## src/rtl/nzcv_pkg.sv

```systemverilog
// Shared definitions for the NZCV condition-flag producer: flag bit positions,
// result-class codes and the 4-bit flag type.
package nzcv_pkg;

  localparam int N_IDX = 3;
  localparam int Z_IDX = 2;
  localparam int C_IDX = 1;
  localparam int V_IDX = 0;

  typedef logic [3:0] nzcv_t;

  typedef enum logic [1:0] {
    CLS_LOGIC = 2'b00,
    CLS_ARITH = 2'b01,
    CLS_MUL   = 2'b10,
    CLS_MSR   = 2'b11
  } res_class_e;

endpackage

```

## src/rtl/nzcv_compute.sv

```systemverilog
// Combinational next-flag function: derives the NZCV value an accepted
// flag-setting result would write, given the current flags.
module nzcv_compute
  import nzcv_pkg::*;
#(
  parameter int DATA_W = 32
) (
  input  nzcv_t             i_nzcv,
  input  logic [DATA_W-1:0] i_value,
  input  logic              i_carry,
  input  logic              i_overflow,
  input  logic [1:0]        i_class,
  output nzcv_t             o_nzcv
);

  logic  w_n;
  logic  w_z;
  nzcv_t w_next;

  assign w_n = i_value[DATA_W-1];
  assign w_z = (i_value == {DATA_W{1'b0}});

  // Select which flags each result class overwrites; the rest hold.
  always_comb begin
    w_next = i_nzcv;
    case (res_class_e'(i_class))
      CLS_LOGIC: begin
        w_next[N_IDX] = w_n;
        w_next[Z_IDX] = w_z;
        w_next[C_IDX] = i_carry;
      end
      CLS_ARITH: begin
        w_next[N_IDX] = w_n;
        w_next[Z_IDX] = w_z;
        w_next[C_IDX] = i_carry;
        w_next[V_IDX] = i_overflow;
      end
      // C is architecturally unpredictable after a multiply; keep it.
      CLS_MUL: begin
        w_next[N_IDX] = w_n;
        w_next[Z_IDX] = w_z;
      end
      CLS_MSR: begin
        w_next = i_value[DATA_W-1 -: 4];
      end
      default: begin
        w_next = i_nzcv;
      end
    endcase
  end

  assign o_nzcv = w_next;

endmodule

```

## src/rtl/nzcv_flag_writer.sv

```systemverilog
// Architectural NZCV register plus in-flight S-bit tracking for the condition
// evaluator. Optional zero-cycle forwarding ports under NZCV_BYPASS_EN.
module nzcv_flag_writer
  import nzcv_pkg::*;
#(
  parameter int DATA_W     = 32,
  parameter int PIPE_DEPTH = 2
) (
  input  logic              clk,
  input  logic              rst,
  input  logic              issue_s,
  output logic              issue_ready,
  input  logic              res_valid,
  output logic              res_ready,
  input  logic [DATA_W-1:0] res_value,
  input  logic              res_carry,
  input  logic              res_overflow,
  input  logic [1:0]        res_class,
  input  logic              res_s,
  input  logic              res_cond_pass,
  input  logic              flush,
`ifdef NZCV_BYPASS_EN
  output logic [3:0]        nzcv_fwd,
  output logic              nzcv_stable_fwd,
`endif
  output logic [3:0]        nzcv_out,
  output logic              nzcv_stable,
  output logic              underflow_err
);

  localparam int CNT_W = $clog2(PIPE_DEPTH + 1);
  localparam logic [CNT_W-1:0] DEPTH_C = CNT_W'(PIPE_DEPTH);
  localparam logic [CNT_W-1:0] ONE_C   = CNT_W'(1);
  localparam logic [CNT_W-1:0] ZERO_C  = CNT_W'(0);

  nzcv_t            r_nzcv;
  logic [CNT_W-1:0] r_pending;
  logic             r_err;

  logic             w_accept;
  logic             w_inc;
  logic             w_dec;
  logic             w_upd;
  logic             w_underflow;
  logic [CNT_W-1:0] w_pending_nxt;
  nzcv_t            w_nzcv_nxt;

  assign res_ready   = !rst && !flush;
  assign issue_ready = !rst && !flush && (r_pending < DEPTH_C);

  assign w_accept = res_valid && res_ready;
  assign w_inc    = issue_s && issue_ready;
  assign w_dec    = w_accept && res_s;
  assign w_upd    = w_dec && res_cond_pass;

  nzcv_compute #(
    .DATA_W (DATA_W)
  ) u_compute (
    .i_nzcv     (r_nzcv),
    .i_value    (res_value),
    .i_carry    (res_carry),
    .i_overflow (res_overflow),
    .i_class    (res_class),
    .o_nzcv     (w_nzcv_nxt)
  );

  // Next pending count; a retire with nothing pending saturates at zero.
  always_comb begin
    w_pending_nxt = r_pending;
    w_underflow   = 1'b0;
    if (flush) begin
      w_pending_nxt = ZERO_C;
    end else if (w_inc && !w_dec) begin
      w_pending_nxt = r_pending + ONE_C;
    end else if (w_dec && !w_inc) begin
      if (r_pending == ZERO_C) begin
        w_underflow = 1'b1;
      end else begin
        w_pending_nxt = r_pending - ONE_C;
      end
    end else begin
      w_pending_nxt = r_pending;
    end
  end

  // Flag register, pending counter and sticky underflow flag.
  always_ff @(posedge clk) begin
    if (rst) begin
      r_nzcv    <= 4'b0000;
      r_pending <= ZERO_C;
      r_err     <= 1'b0;
    end else begin
      if (w_upd) begin
        r_nzcv <= w_nzcv_nxt;
      end
      r_pending <= w_pending_nxt;
      if (w_underflow) begin
        r_err <= 1'b1;
      end
    end
  end

  assign nzcv_out      = r_nzcv;
  assign nzcv_stable   = (r_pending == ZERO_C);
  assign underflow_err = r_err;

`ifdef NZCV_BYPASS_EN
  assign nzcv_fwd        = w_upd ? w_nzcv_nxt : r_nzcv;
  assign nzcv_stable_fwd = (r_pending == ZERO_C) ||
                           ((r_pending == ONE_C) && w_dec && !w_inc);
`endif

endmodule

```

## config.mk

```make
export PLATFORM = sky130hd
export DESIGN_NAME = nzcv_flag_writer
export DESIGN_NICKNAME = d
export VERILOG_FILES = /design/src/rtl/nzcv_pkg.sv /design/src/rtl/nzcv_compute.sv /design/src/rtl/nzcv_flag_writer.sv
export SDC_FILE = /design/constraint.sdc
export NUM_CORES = 1
export LEC_CHECK = 0
export CORE_UTILIZATION = 37
export CTS_CLUSTER_DIAMETER = 100
export DETAILED_ROUTE_END_ITERATION = 8
export DONT_BUFFER_PORTS = 1
export GPL_TIMING_DRIVEN = 1
export MAX_ROUTING_LAYER = met4
export PLACE_DENSITY = 0.55
export SYNTH_ARGS = -nofsm -noshare
export SYNTH_HDL_FRONTEND = slang
export SYNTH_SLANG_ARGS = --single-unit
```

## constraint.sdc

```tcl
create_clock -name clk -period 1.6 [get_ports clk]
set_input_delay 0.4 -clock clk [delete_from_list [all_inputs] [get_ports clk]]
set_output_delay 0.4 -clock clk [all_outputs]
set_load 0.02 [all_outputs]
```

# [Yosys cells after proc, flatten, opt, wreduce, memory -nomap -nowiden]
# Cells that the tools add are included.
[totals] reg_bits=7 out_inout_bits=8
[classes] addsub=2 n_lt_le_gt_ge=1 n_eq_ne=4 muxes=10 reduce_logical=24
[op_table] operator="$logic_not A32 Y1" count=1
[op_table] operator="$logic_and A1 B1 Y1" count=8
[op_table] operator="$mux W2" count=3
[op_table] operator="$reduce_and A2 Y1" count=3
[op_table] operator="$reduce_bool A2 Y1" count=3
[op_table] operator="$eq A2 B2 Y1 const B" count=2
[op_table] operator="$logic_not A1 Y1" count=4
[op_table] operator="$logic_not A2 Y1" count=2
[op_table] operator="$mux W1" count=4
[op_table] operator="$pmux W1 S2" count=2
[op_table] operator="$pmux W2 S2" count=1
[op_table] operator="$reduce_or A2 Y1" count=2
[op_table] operator="$reduce_or A3 Y1" count=1
[op_table] operator="$add A2 B1 Y2 const B" count=1
[op_table] operator="$eq A2 B1 Y1 const B" count=1
[op_table] operator="$lt A2 B2 Y1 const B" count=1
[op_table] operator="$ne A2 B1 Y1 const B" count=1
[op_table] operator="$sub A2 B1 Y2 const B" count=1

# [Logic depth before layout (Yosys ltp)]
# Gate-level depths: netlist of the first run.
[depth] word_depth=9 ltp_mapped=9 ltp_nobuf=8

# [By module]
# From an unflattened synthesis of the first run, not the netlist that was laid out.
[unflattened] cells_unflattened=64 hier_area_um2=518.0
[by_module_without_submodules] module="nzcv_flag_writer" n_inst=1 cells_per_inst=44 area_each_um2=362.8 seq_area_each_um2=140.1
[by_module_without_submodules] module="nzcv_compute" n_inst=1 cells_per_inst=20 area_each_um2=155.1 seq_area_each_um2=0.0

# [Least setup slack after synthesis of the first run]
# No wires, ideal clock.
[synth_timing] kind="input -> register" startpoint="input port rst" endpoint="register r_pending[1]" setup_ns=0.076 arrival_time_ns=1.956 required_ns=1.524 setup_slack_ns=-0.431 stages=7 cell_sequence="buf_6 > nor3_1 > nand2_1 > ha_1 > nor3b_1 > o21ai_0 > a21boi_0"
[synth_between] elab_chain_cells=8
[synth_lines] item="from (decl)" line_no="nzcv_flag_writer.sv:10" source="input logic rst,"
[synth_lines] item="$logic_not A1 Y1 (*)" line_no="nzcv_flag_writer.sv:49" source="assign issue_ready = !rst && !flush && (r_pending < DEPTH_C);"
[synth_lines] item="$logic_and A1 B1 Y1 (*) (2 in a row)" line_no="nzcv_flag_writer.sv:49"
[synth_lines] item="named net issue_ready" line_no="nzcv_flag_writer.sv:12" source="output logic issue_ready,"
[synth_lines] item="$logic_and A1 B1 Y1 (*)" line_no="nzcv_flag_writer.sv:52" source="assign w_inc = issue_s && issue_ready;"
[synth_lines] item="$logic_not A1 Y1" line_no="nzcv_flag_writer.sv:75" source="end else if (w_dec && !w_inc) begin"
[synth_lines] item="$logic_and A1 B1 Y1" line_no="nzcv_flag_writer.sv:75"
[synth_lines] item="$reduce_bool A2 Y1 (no line)"
[synth_lines] item="$reduce_and A2 Y1 (no line)"
[synth_lines] item="to (signal assigned)" line_no="nzcv_flag_writer.sv:96" source="r_pending <= w_pending_nxt;"
[synth_lines] item="to (decl)" line_no="nzcv_flag_writer.sv:37" source="logic [CNT_W-1:0] r_pending;"
# The timed path passes the listed nets; every way through them passes the cells marked *.
# A chain may end at the register's enable or synchronous reset.

# [Worst setup path after layout of the first run]
[layout_timing] startpoint="register r_pending[1]" endpoint="output port issue_ready"
[layout_between] elab_chain_cells=2
[layout_lines] item="$lt A2 B2 Y1" line_no="nzcv_flag_writer.sv:49"
[layout_lines] item="$logic_and A1 B1 Y1" line_no="nzcv_flag_writer.sv:49"
[layout_lines] item="to (decl)" line_no="nzcv_flag_writer.sv:12"
# No other way between the ends.

==> results.yml, run 1 <==
clock_tree:
  clk_latency_ns: 0.24
  clk_pin_slew_worst_paths_ns: 0.05
  root_buffer: "clkbuf_4"
  cts_setup_buffers: 0
  cts_hold_buf: 0
  cts_buffers: 3
  cts_htree_levels: 1
  cts_resized: 0
  cts_tree: "yes"
  clockBufferDepth: 2
  cts_sinks: 7
timing:
  skew_ns: 0.0000180
  fin_ws_ns: 0.155
  finalHoldWorstSlack_ns: 0.214
  min_period_ns: 1.44
  hold_violations: 0
  fmaxAchievable_mhz: 692
  rsz0062_at_grt: "no"
  worstMarginPinSlew_ns: 0.372
  slew_headroom_pct: 75.1
  setup_viol: 0
  fin_crit_sh_pct: 90.3
  slew_viol_final: 0
pwr:
  ir_drop_mv: 0.249
  p_leak_nw: 0.171
  p_per_area_nw_per_um2: 673
outcome:
  status: "complete, no violations"
floorplan:
  die_width_um: 38.3
  die-area_um2: 1460
  coreArea_um2: 1170
  start_util_pct: 41.6
  num_rows: 12
  pin_count: 51
  die_y_um: 38.3
logic_synthesis:
  seq_area_frac_synth_pct: 28.8
  synthFlopType: "dfxtp_1"
  synth_fa_ha_area_share_pct: 5.14
  synth-async-reset-ratio_pct: 0
  synthesis.area_um2: 487
  synth_seq_cells: 7
  synthMuxAreaShare_pct: 4.11
  ys_types: 27
  synthXorXnorAreaFrac_pct: 0
  synth.net_count: 103
  synth_cells: 58
  synth_compound_area_share_pct: 15.4
  synthSimpleGateAreaFrac_pct: 39.6
  ys_warn_count: 0
  synth_edf_count: 0
  synth_top_family_by_area: "simple AND/OR/NAND/NOR gates"
  synth_area_per_cell_um2: 8.39
min_path:
  worstHoldPathCells: 1
  hold_class: "in2reg"
  hp-start: "rst"
critical_path:
  cpPeakStageDelay_ns: 0.38
  cp-end-kind: "primary output"
  startpoint: "r_pending[1]$_SDFFE_PP0P_"
  cp.arrival_ns: 1.04
  reg2reg_from: "r_pending[1]$_SDFFE_PP0P_"
  crit_cells: 2
  r2r_cells: 6
  crit_family: "flip-flops"
  start_kind: "flip-flop"
  path_max_fanout: 6
  cp_cell_sequence: "nor3_4 > buf_4"
  required_ns: 1.20
  critical_path.slowest_cell: "dfxtp_1"
  critPathBufInv: 1
  critPathKind: "reg2out"
place:
  io_buffer_count: 0
  dp.cells: 72
  place_congestion: 0.784
  dp_slack_ns: 0.0628
  dpl_cell_area_um2: 546
run:
  maxCapViolations: 0
finish:
  fin_nets: 108
  layout_common_cells: "dfxtp_1, nor4_1, nor2_1"
  layout-drive-gt1-share_pct: 25.8
  final.fill_count: 118
  layout_commonest_cell: "dfxtp_1"
  antenna_cells: 0
  fin_cells: 76
  area.growth.synth_to_final_pct: 17.5
  fin_area_um2: 572
grt:
  grt_pass1_wl_um: 1720
  grt_max_degree: 9
  grt_pass1_vias: 428
  grt_antenna_before_repair: 0
  grt_overflow: 0
  grt.total_usage_pct: 18.3
route:
  final_antenna_net_count: 0
  wire_per_inst_um: 16.3
  drc: 0
  via_count: 461
  dr.pass1.iters: 4
  wl_um: 1240
  dr.first_iter.drc_count: 4
  vias_per_cell: 6.07
[layer usage]
metal | vias to the layer above | wire length, um | global-route usage (%)
met5 | - | 0 | -
met2 | 32 | 646 | 28.4
li1 | 227 | - | -
met4 | 0 | 10 | 13.4
met1 | 200 | 468 | 21.3
met3 | 2 | 114 | 2.91
[worst paths after layout]
check                                             endpoint  slack (ns)
worst min-delay path              nzcv_out[2]$_SDFFE_PP0P_        0.21
worst max-delay path                           issue_ready        0.16
worst max register to register   r_pending[1]$_SDFFE_PP0P_        0.19
worst min register to register  underflow_err$_SDFFE_PP0P_        0.56
[cells in the mapped netlist (2+ instances only)]
library cell,instances,area (um^2)
nand3_1,4,20.0
buf_6,2,22.5
mux2i_1,2,20.0
inv_1,3,11.3
nor4_1,6,37.5
nand2_1,2,7.51
o21ai_0,3,15.0
dfxtp_1,7,140
nor2_1,5,18.8
a21oi_1,3,15.0
nor2b_1,2,12.5
ha_1,2,25.0
nor3_1,3,15.0
[registers in the layout, summed over array words and instances, names as in the netlist]
signal and flops:
underflow_err 1, r_pending 2, nzcv_out 4
[cell type report]
class                   instances  area (um^2)  share of cell area, %
clock buffers                   4         26.3                   4.60
inverters                       3         11.3                   1.97
multi-input cells              46          362                   63.2
flip-flops and latches          7          140                   24.5
well taps                      14         17.5                   3.06
repair buffers                  2         15.0                   2.63
[worst reg2reg max path, stage by stage (launching register included)]
cell	delay, ns
dfxtp_1	0.38
nor3_4	0.24
nand2_2	0.10
ha_4	0.24
nor3b_2	0.15
o21ai_1	0.08
a21boi_0	0.14
[logic make-up (layout without fill, tap and decap cells)]
family | count (synthesis) | in the layout
simple gates | 31 | 31
mux | 2 | 2
flops | 7 | 7
fa+ha+maj | 2 | 2
compound gates | 11 | 11
buf+inv | 5 | 9
[report_power, final]
| group | switching [W] | internal [W] | total, W |
|---|---|---|---|
| sequential | 0.00000419 | 0.000177 | 0.000181 |
| clock | 0.0000638 | 0.0000951 | 0.000159 |
| combinational | 0.0000213 | 0.0000235 | 0.0000447 |
[stage by stage]
step / utilization, % / setup TNS [ns] / total power [W]
final: 48.8 / 0 / 0.000385
after global routing: 48.8 / 0 / 0.000402
after CTS: 48.8 / 0 / 0.000392
after detailed placement: 46.6 / 0 / 0.000229
after global placement: 46.6 / 0 / 0.000228
after floorplan: - / -0.00245 / 0.000227
Note: power is estimated with default switching activity, not from simulation.
==> run 2: changes to the inputs <==
CORE_MARGIN = 5   (was not set)
CTS_BUF_LIST = sky130_fd_sc_hd__clkbuf_8   (was not set)
SLEW_MARGIN = 15   (was not set)
==> results.yml, run 2 (same netlist as run 1, synthesis figures left out) <==
critical_path:
  cp.arrival_ns: 0.99
  critPathBufInv: 1
  reg2reg_from: "r_pending[1]$_SDFFE_PP0P_"
  critPathKind: "reg2out"
  required_ns: 1.20
  cp-end-kind: "primary output"
  start_kind: "flip-flop"
  crit_family: "flip-flops"
  cpPeakStageDelay_ns: 0.37
  ff2ff_setup_slack_ns: 0.22
  path_max_fanout: 6
  critical_path.slowest_cell: "dfxtp_1"
  reg2reg_to: "r_pending[1]$_SDFFE_PP0P_"
  cp_cell_sequence: "nor3_4 > buf_4"
  r2r_cells: 6
route:
  via_count: 446
  vias_per_cell: 5.79
  drc: 0
  wire_per_inst_um: 16.2
  dr.first_iter.drc_count: 7
  dr.pass1.iters: 4
  final_antenna_net_count: 0
  wl_um: 1240
floorplan:
  start_util_pct: 38.4
  die_width_um: 46.3
  die-area_um2: 2140
  coreArea_um2: 1270
  pin_count: 51
  die_y_um: 46.3
  num_rows: 13
timing:
  min_period_ns: 1.39
  fmaxAchievable_mhz: 718
  setup_viol: 0
  hold_violations: 0
  slew_viol_final: 0
  skew_ns: 0.00125
  fin_crit_sh_pct: 87.1
  fin_ws_ns: 0.206
  slew_headroom_pct: 75.1
  finalHoldWorstSlack_ns: 0.239
  worstMarginPinSlew_ns: 0.372
  rsz0062_at_grt: "no"
finish:
  layout_common_cells: "dfxtp_1, nor4_1, nor2_1"
  layout-drive-gt1-share_pct: 25.8
  utilization_pct: 46.6
  area.growth.synth_to_final_pct: 21.6
  largest_reg_flops: 4
  layout_commonest_cell: "dfxtp_1"
  antenna_cells: 0
  final.fill_count: 126
  fin_nets: 108
  fin_area_um2: 592
place:
  dpl_cell_area_um2: 547
  place_congestion: 0.684
  dp_slack_ns: 0.0806
  dp_hpwl_um: 1080
  io_buffer_count: 0
clock_tree:
  cts_htree_levels: 1
  cts_tree: "yes"
  clk_pin_slew_worst_paths_ns: 0.04
  cts_sinks: 7
  cts_buffers: 3
  root_buffer: "clkbuf_8"
  cts_hold_buf: 0
  cts_setup_buffers: 0
  cts_resized: 0
  clk_latency_ns: 0.22
  clockBufferDepth: 2
grt:
  grt_antenna_before_repair: 0
  grt_max_degree: 9
  grt_pass1_wl_um: 1770
  grt.total_usage_pct: 12.1
  grt_pass1_vias: 394
  grt_overflow: 0
min_path:
  worstHoldPathCells: 1
  hold_class: "in2reg"
  hold_path_end: "nzcv_out[2]$_SDFFE_PP0P_"
  hp-start: "rst"
pwr:
  report.power.total_w: 0.000462
  ir_drop_mv: 0.643
  p_per_area_nw_per_um2: 781
  p_leak_nw: 0.183
run:
  maxCapViolations: 0
outcome:
  status: "complete, no violations"
-- run 2: layout make-up --
cell class,count,area (um^2),area share (%)
flip-flops and latches,7,140,23.7
well taps,15,18.8,3.17
inverters,3,11.3,1.90
clock inverters,1,3.75,0.634
multi-input cells,46,362,61.1
repair buffers,2,15.0,2.54
clock buffers,3,41.3,6.98
-- run 2: worst reg2reg max path: stages (launching register included) --
cell,delay (ns)
dfxtp_1,0.37
nor3_4,0.23
nand2_2,0.10
ha_4,0.24
nor3b_2,0.14
o21ai_1,0.08
a21boi_0,0.15
-- run 2: per-stage QoR --
step | cells | setup TNS (ns)
floorplan | 58 | -0.00245
global placement | 73 | 0
detailed placement | 73 | 0
CTS | 77 | 0
global route | 77 | 0
finish | 77 | 0
-- run 2: per-layer routing --
metal | vias to the layer above | routed length [um] | global-route usage (%)
li1 | 228 | - | -
met1 | 202 | 489 | 16.0
met2 | 16 | 631 | 14.6
met3 | 0 | 123 | 8.98
met4 | 0 | 0 | 1.70
met5 | - | 0 | -
-- run 2: power by group --
| group | internal [W] | switching (W) |
|---|---|---|
| clock network | 0.000165 | 0.0000703 |
| registers | 0.000178 | 0.00000430 |
| logic | 0.0000234 | 0.0000209 |
| total | 0.000366 | 0.0000955 |
-- run 2: worst max-delay path by stage --
stage | from | to | slack [ns] | cells after the start
2_1_floorplan | rst | r_pending[1]$_SDFFE_PP0P_ | -0.002 | 7
3_3_place_gp | res_value[5] | nzcv_out[2]$_SDFFE_PP0P_ | 0.12 | 4
3_5_place_dp | res_value[5] | nzcv_out[2]$_SDFFE_PP0P_ | 0.08 | 4
4_1_cts | r_pending[1]$_SDFFE_PP0P_ | issue_ready | 0.19 | 2
5_1_grt | r_pending[1]$_SDFFE_PP0P_ | r_pending[1]$_SDFFE_PP0P_ | 0.09 | 7
6_report | r_pending[1]$_SDFFE_PP0P_ | issue_ready | 0.21 | 2
